<file path="src/rtl/dma_ch_sched.sv">
`timescale 1ns/1ps
// dma_ch_sched
//   Multi-channel descriptor scheduler. Each channel owns a small descriptor
//   FIFO ({src,dst,num_bytes}). A round-robin arbiter selects one eligible
//   channel at a time. Its descriptor goes to the DMA streamer, and the block
//   then waits for the streamer's completion pulse. It reports per-channel done
//   pulses, sticky per-channel errors and the last captured error
//   address/source/channel.
//
//   Ports
//     clk, rst_n          clock, async active-low reset
//     desc_valid_i/ready  per-channel descriptor push handshake
//     desc_i              packed {src,dst,num} per channel, ch0 at LSB
//     ch_prio_i           per-channel high-priority flag (DMA_PRIO_EN only)
//     ch_clr_i            clear sticky error and flush the channel's queue
//     str_*               descriptor issue / completion interface to streamer
//     ch_done_o           1-cycle pulse per successfully completed descriptor
//     ch_err_o            sticky per-channel error
//     err_valid_o/err_*   error capture pulse and held error information
//     busy_o              transfer in progress or any queue non-empty
//
//   Build option: define DMA_PRIO_EN to add a high-priority class. Eligible
//   channels with ch_prio_i=1 then win over all other channels, and each class
//   keeps its own round-robin pointer.
module dma_ch_sched #(
    parameter int unsigned NUM_CH  = 4,
    parameter int unsigned Q_DEPTH = 2,
    parameter int unsigned ADDR_W  = 32,
    parameter int unsigned BYTES_W = 32,
    localparam int unsigned DW     = 2*ADDR_W + BYTES_W,
    localparam int unsigned CH_W   = (NUM_CH > 1) ? $clog2(NUM_CH) : 1
) (
    input  logic                 clk,
    input  logic                 rst_n,
    input  logic [NUM_CH-1:0]    desc_valid_i,
    output logic [NUM_CH-1:0]    desc_ready_o,
    input  logic [NUM_CH*DW-1:0] desc_i,
    input  logic [NUM_CH-1:0]    ch_prio_i,
    input  logic [NUM_CH-1:0]    ch_clr_i,
    output logic                 str_valid_o,
    input  logic                 str_ready_i,
    output logic [DW-1:0]        str_desc_o,
    output logic [CH_W-1:0]      str_ch_o,
    input  logic                 str_done_i,
    input  logic                 str_err_i,
    input  logic [ADDR_W-1:0]    str_err_addr_i,
    input  logic [1:0]           str_err_src_i,
    output logic [NUM_CH-1:0]    ch_done_o,
    output logic [NUM_CH-1:0]    ch_err_o,
    output logic                 err_valid_o,
    output logic [ADDR_W-1:0]    err_addr_o,
    output logic [1:0]           err_src_o,
    output logic [CH_W-1:0]      err_ch_o,
    output logic                 busy_o
);

    localparam int unsigned QA    = $clog2(Q_DEPTH);
    localparam int unsigned CNT_W = QA + 1;

    typedef enum logic [1:0] {ST_IDLE, ST_ISSUE, ST_WAIT} state_t;
    state_t state;

    logic [DW-1:0]     q_mem [NUM_CH][Q_DEPTH];
    logic [QA-1:0]     q_rd  [NUM_CH];
    logic [QA-1:0]     q_wr  [NUM_CH];
    logic [CNT_W-1:0]  q_cnt [NUM_CH];
    logic [NUM_CH-1:0] q_full, q_nempty, push, pop, elig;
    logic [CH_W-1:0]   grant;
    logic [DW-1:0]     head;

    // Round-robin search starting at 'start', wrapping NUM_CH-1 -> 0.
    function automatic logic [CH_W-1:0] rr_pick(input logic [NUM_CH-1:0] req,
                                                 input logic [CH_W-1:0]   start);
        logic [CH_W-1:0] sel;
        logic            found;
        int unsigned     idx;
        sel   = '0;
        found = 1'b0;
        for (int unsigned i = 0; i < NUM_CH; i++) begin
            idx = 32'(start) + i;
            if (idx >= NUM_CH) idx = idx - NUM_CH;
            if (!found && req[idx[CH_W-1:0]]) begin
                found = 1'b1;
                sel   = idx[CH_W-1:0];
            end
        end
        return sel;
    endfunction

    function automatic logic [CH_W-1:0] next_ch(input logic [CH_W-1:0] c);
        return (c == CH_W'(NUM_CH - 1)) ? '0 : c + 1'b1;
    endfunction

    always_comb begin
        for (int unsigned c = 0; c < NUM_CH; c++) begin
            q_full[c]   = (q_cnt[c] == CNT_W'(Q_DEPTH));
            q_nempty[c] = (q_cnt[c] != '0);
            q_wr[c]     = q_rd[c] + q_cnt[c][QA-1:0];
        end
    end

    // Ready comes from registered occupancy only, so a pop in the same cycle
    // does not free space for a push.
    assign desc_ready_o = ~q_full & ~ch_clr_i;
    assign push         = desc_valid_i & desc_ready_o;
    assign elig         = q_nempty & ~ch_err_o;

`ifdef DMA_PRIO_EN
    logic [CH_W-1:0]   rr_hi, rr_lo;
    logic [NUM_CH-1:0] elig_hi;
    logic              use_hi;
    assign elig_hi = elig & ch_prio_i;
    assign use_hi  = |elig_hi;
    assign grant   = use_hi ? rr_pick(elig_hi, rr_hi) : rr_pick(elig, rr_lo);
`else
    logic [CH_W-1:0] rr_ptr;
    logic            prio_unused;
    assign prio_unused = ^ch_prio_i;
    assign grant       = rr_pick(elig, rr_ptr);
`endif

    assign head = q_mem[grant][q_rd[grant]];

    always_comb begin
        pop = '0;
        if (state == ST_IDLE && |elig) pop[grant] = 1'b1;
    end

    assign busy_o = (state != ST_IDLE) | (|q_nempty);

    always_ff @(posedge clk) begin
        for (int unsigned c = 0; c < NUM_CH; c++) begin
            if (push[c]) q_mem[c][q_wr[c]] <= desc_i[c*DW +: DW];
        end
    end

    always_ff @(posedge clk or negedge rst_n) begin
        if (!rst_n) begin
            for (int unsigned c = 0; c < NUM_CH; c++) begin
                q_cnt[c] <= '0;
                q_rd[c]  <= '0;
            end
        end else begin
            for (int unsigned c = 0; c < NUM_CH; c++) begin
                if (ch_clr_i[c]) begin
                    q_cnt[c] <= '0;
                    q_rd[c]  <= '0;
                end else begin
                    if (pop[c]) q_rd[c] <= q_rd[c] + 1'b1;
                    case ({push[c], pop[c]})
                        2'b10:   q_cnt[c] <= q_cnt[c] + 1'b1;
                        2'b01:   q_cnt[c] <= q_cnt[c] - 1'b1;
                        default: ;
                    endcase
                end
            end
        end
    end

    always_ff @(posedge clk or negedge rst_n) begin
        if (!rst_n) begin
            state       <= ST_IDLE;
            str_valid_o <= 1'b0;
            str_desc_o  <= '0;
            str_ch_o    <= '0;
            ch_done_o   <= '0;
            ch_err_o    <= '0;
            err_valid_o <= 1'b0;
            err_addr_o  <= '0;
            err_src_o   <= '0;
            err_ch_o    <= '0;
`ifdef DMA_PRIO_EN
            rr_hi       <= '0;
            rr_lo       <= '0;
`else
            rr_ptr      <= '0;
`endif
        end else begin
            ch_done_o   <= '0;
            err_valid_o <= 1'b0;
            // An error reported in the same cycle as a clear wins (assigned below).
            ch_err_o    <= ch_err_o & ~ch_clr_i;
            case (state)
                ST_IDLE: begin
                    if (|elig) begin
`ifdef DMA_PRIO_EN
                        if (use_hi) rr_hi <= next_ch(grant);
                        else        rr_lo <= next_ch(grant);
`else
                        rr_ptr <= next_ch(grant);
`endif
                        // Zero-byte descriptors complete without a streamer round trip.
                        if (head[BYTES_W-1:0] == '0) begin
                            ch_done_o[grant] <= 1'b1;
                        end else begin
                            str_valid_o <= 1'b1;
                            str_desc_o  <= head;
                            str_ch_o    <= grant;
                            state       <= ST_ISSUE;
                        end
                    end
                end
                ST_ISSUE: begin
                    if (str_ready_i) begin
                        str_valid_o <= 1'b0;
                        state       <= ST_WAIT;
                    end
                end
                ST_WAIT: begin
                    // str_ch_o still holds the in-flight channel here.
                    if (str_done_i) begin
                        if (str_err_i) begin
                            ch_err_o[str_ch_o] <= 1'b1;
                            err_valid_o        <= 1'b1;
                            err_addr_o         <= str_err_addr_i;
                            err_src_o          <= str_err_src_i;
                            err_ch_o           <= str_ch_o;
                        end else begin
                            ch_done_o[str_ch_o] <= 1'b1;
                        end
                        state <= ST_IDLE;
                    end
                end
                default: state <= ST_IDLE;
            endcase
        end
    end

endmodule

</file>
<file path="config.mk">
export PLATFORM = sky130hd
export DESIGN_NAME = dma_ch_sched
export DESIGN_NICKNAME = d
export VERILOG_FILES = /design/src/rtl/dma_ch_sched.sv
export SDC_FILE = /design/constraint.sdc
export NUM_CORES = 1
export LEC_CHECK = 0
export CORE_MARGIN = 10
export CORE_UTILIZATION = 54
export DETAILED_ROUTE_END_ITERATION = 16
export HOLD_SLACK_MARGIN = 0.1
export PLACE_DENSITY = 0.87
export SYNTH_ARGS = -nofsm -noshare
export SYNTH_HDL_FRONTEND = slang
export SYNTH_SLANG_ARGS = --single-unit
</file>
<file path="constraint.sdc">
create_clock -name clk -period 8.94 [get_ports clk]
set_input_delay 0.894 -clock clk [delete_from_list [all_inputs] [get_ports clk]]
set_output_delay 0.894 -clock clk [all_outputs]
set_load 0.05 [all_outputs]
</file>
==> summary.txt <==
Setup path
  – Worst Path Max Fanout: 87
  – Reg2reg end: str_desc_o[73]
  – R2r setup slk: between 2 and 3 ns
  – FF-to-FF path depth: 12
  – CP startpoint: q_cnt[6]
  – WP data arrival: 6.85 ns
  – Critical path launch point type: flop
  – Crit path kind: reg2reg
  – Critical Path RT: ~9.4 ns
  – Critical R2R Launch: q_cnt[6]
  – Crit. End Element: flop
  – CP Capture Point: str_desc_o[73]

Placement
  – RePlAce Congestion: slightly below 0.9
  – Post-DP HPWL: 67300 microns
  – I/O Buffers: between 500 and 600
  – Area post-placement: 43200 sq um
  – Post-placement cell count: approximately 4100

Logic synthesis
  – Complex-gate fraction of the synthesized area: 3.83%
  – Post-Syn Nets: 3239
  – Synth async-reset ratio: between 15 and 20%
  – Mean Syn Cell Area: between 10 and 15 sq um
  – Primary FF master, synth: edfxtp_1
  – Adder-Cell Fraction of Synth Area: 0.136%
  – Post-synthesis sequential area ratio: 73.6%
  – Largest family of logic cells by synthesized area: simple AND/OR/NAND/NOR gates
  – Synth cell types: 55
  – Synth Area in XOR/XNOR: less than 1%
  – Register bit total from synthesis: slightly above 900
  – Mux cell area share after synthesis: around 5%
  – Cell count after synthesis: 2800
  – Number of synthesized flops with an enable pin: between 700 and 800
  – Ys Warns: 0
  – Synthesized area: between 30000 and 40000 sq um
  – Synth Area in Simple Gates: between 10% and 20%

Global route
  – Largest net degree at the start of global routing: roughly 160
  – Initial antenna violation count: 44
  – Met2 usage: around 45%
  – Most Crowded Layer GR: met2
  – GRT overflow: 0
  – Grt met3 use: between 6 and 7%
  – First-pass GRT wire length: between 150000 and 200000 microns
  – Total Routing Usage GR: a little over a quarter
  – Vias in the first global route: 26200
  – Routing usage on met1: 33.0%

Final layout
  – Most common cell after layout, fill and taps aside: nand2_1
  – Fillers: 4243
  – Layout cell share with drive strength beyond 1: just under 9%
  – Post-layout util: between 60% and 70%
  – Post-Layout Cell Count: ~4300
  – Layout overhead on the synthesized area: 26.6%
  – Most frequent cells in the layout: nand2_1, edfxtp_1, clkdlybuf4s50_1, nand3_1, dfrtp_1
  – Fin nets: 3777
  – Post-route cell area: between 40000 and 50000 sq um

Floorplanning
  – Height of the die: 281 microns
  – # IOs: 584
  – Die area: ~79000 sq um
  – Initial cell density of the core: ~55%
  – CORE AREA: 67300 sq um
  – FP Rows: 95
  – Die span in x: 281 microns

STA
  – Fin Setup TNS: 0 ns
  – Max Clk Rate: roughly 160 MHz
  – # setup viols final: 0
  – Max-slew violation count: 0
  – Crit path time final: about 6.4 ns
  – Unrepaired setup endpoints after global routing: false
  – Hold Fails Final Rpt: 0
  – Final period utilization: roughly 71%
  – Slew HR: 21.1%
  – Worst slew pin tran: ~1.2 ns
  – Final Skew: approximately 0.03 ns

Clocking
  – Root buf cell: clkbuf_16
  – Hold Buf Count CTS: 0
  – PostCTS Resize Cnt: 0
  – CTS HTree Levels: 3
  – # clock sinks: between 900 and 1000
  – Clk Latency, worst-skew pair: around 0.65 ns
  – Total CTS buffers: 90
  – Post-CTS Repair Setup Buffers: 0
  – Clk buf depth: 3
  – Clk pin slew, worst setup/hold paths: ~0.060 ns
  – CTS tree: done

Drt
  – Remaining DRCs: 0
  – Post-route ant nets: 0
  – 1st-iter DRT viols: between 3000 and 4000
  – Detailed-route wire length per cell: ~26 microns
  – Final WL: 111000 microns
  – Via/cell ratio: between 6 and 7
  – Drt pass-1 iters: 8
  – Via count: between 20000 and 30000

Power and ir drop
  – Lkg Pwr: between 15 and 20 nW
  – Maximum vdd drop: about 0.00046 V
  – Power Density: 449 nW/um^2

Worst hold path
  – HP Class: in2async

Run
  – MaxCap Viol Count: 0

Outcome
  – Status: finished, final reports clean
worst min-delay path by stage:
stage | from | end | cells past startpoint
6_report | rst_n | str_desc_o[10] | 1
5_1_grt | rst_n | str_desc_o[10] | 1
4_1_cts | rst_n | str_desc_o[10] | 1
3_5_place_dp | err_addr_o[20] | err_addr_o[20] | 2
3_3_place_gp | err_addr_o[26] | err_addr_o[26] | 2
2_1_floorplan | rr_ptr[0] | rr_ptr[0] | 2
flip-flops by register name, summed over array words and instances (netlist names):
signal and count:
q_cnt 8, q_rd 4, err_addr_o 32, err_valid_o 1
state 2, rr_ptr 2, str_ch_o 2, err_ch_o 2
err_src_o 2, q_mem 768, ch_err_o 4, str_valid_o 1
str_desc_o 96, ch_done_o 4
per-layer routing:
| metal | vias up | wire [microns] |
|---|---|---|
| li1 | 11100 | - |
| met1 | 12600 | 39000 |
| met2 | 1867 | 54700 |
| met3 | 327 | 12000 |
| met4 | 18 | 5130 |
| met5 | - | 104 |
power by group:
part / total (mW) / leakage (nW) / internal, mW / switching [mW]
clock network: 4.06 / 1.56 / 2.41 / 1.65
logic: 10.7 / 6.77 / 3.58 / 7.09
registers: 6.16 / 8.99 / 5.75 / 0.412
total: 20.9 / 17.3 / 11.7 / 9.16
Yosys cell counts, types with 5 or more instances:
cell type  number  area share (%)
edfxtp_1      768              63
or4_1           5            0.10
a32oi_1        45             1.1
or3_1           5           0.085
nand3_1       340             4.6
buf_6          11            0.34
buf_2          25            0.34
o21ai_0        77             1.0
dfrtp_1       160              11
nor4_1          6            0.10
nor2_1         20            0.20
a21oi_1        57            0.78
mux2i_1        39             1.1
buf_1          17            0.17
o22ai_1         8            0.14
inv_1          20            0.20
a211oi_1        5            0.10
clkbuf_1      105             1.1
nand2_1       907             9.3
xnor2_1        12            0.29
buf_4           5            0.10
mux2_2         14            0.43
and3_1          8            0.14
mux2_4         86             3.5
critical path: stages (launching register included):
cell and delay (ns):
dfrtp_1 0.46, o21ba_2 0.24, a211oi_1 0.33, o21a_4 0.55, buf_4 0.87, inv_4 0.53, and3_1 0.31, a31oi_1 0.24
nor4_1 0.14, o211a_1 0.30, a21oi_4 0.71, buf_4 0.88, mux2_4 0.36
layout make-up:
type | instances | area (sq um) | area share [%]
Multi-Input combinational cell | 1686 | 8960 | 19.3
Timing Repair Buffer | 609 | 6020 | 12.9
Inverter | 23 | 96.3 | 0.207
Clock buffer | 124 | 2530 | 5.44
Antenna cell | 36 | 90.1 | 0.194
Clock inverter | 44 | 677 | 1.45
Sequential cell | 928 | 27100 | 58.2
Tap cell | 873 | 1090 | 2.35
kinds of logic (layout without fill, tap and decap cells):
group	Yosys count	count (layout)
and+or+nand+nor	1307	1307
DFF	928	928
AOI/OAI and AO/OA	221	221
buffers and inverters	186	800
muxes	139	139
xor gates and xnor gates	15	15
adders and majority gates	4	4
other	0	36
through the flow:
stage          hold slack [ns]  setup WS, ns  power [mW]
2_1_floorplan            0.471          2.42        13.6
3_3_place_gp             0.457          3.08        16.2
3_5_place_dp             0.463          2.89        16.6
4_1_cts                  0.200          2.78        20.8
5_1_grt                  0.216          2.44        21.9
6_report                 0.211          2.59        20.9
(Power assumes the default switching activity.)
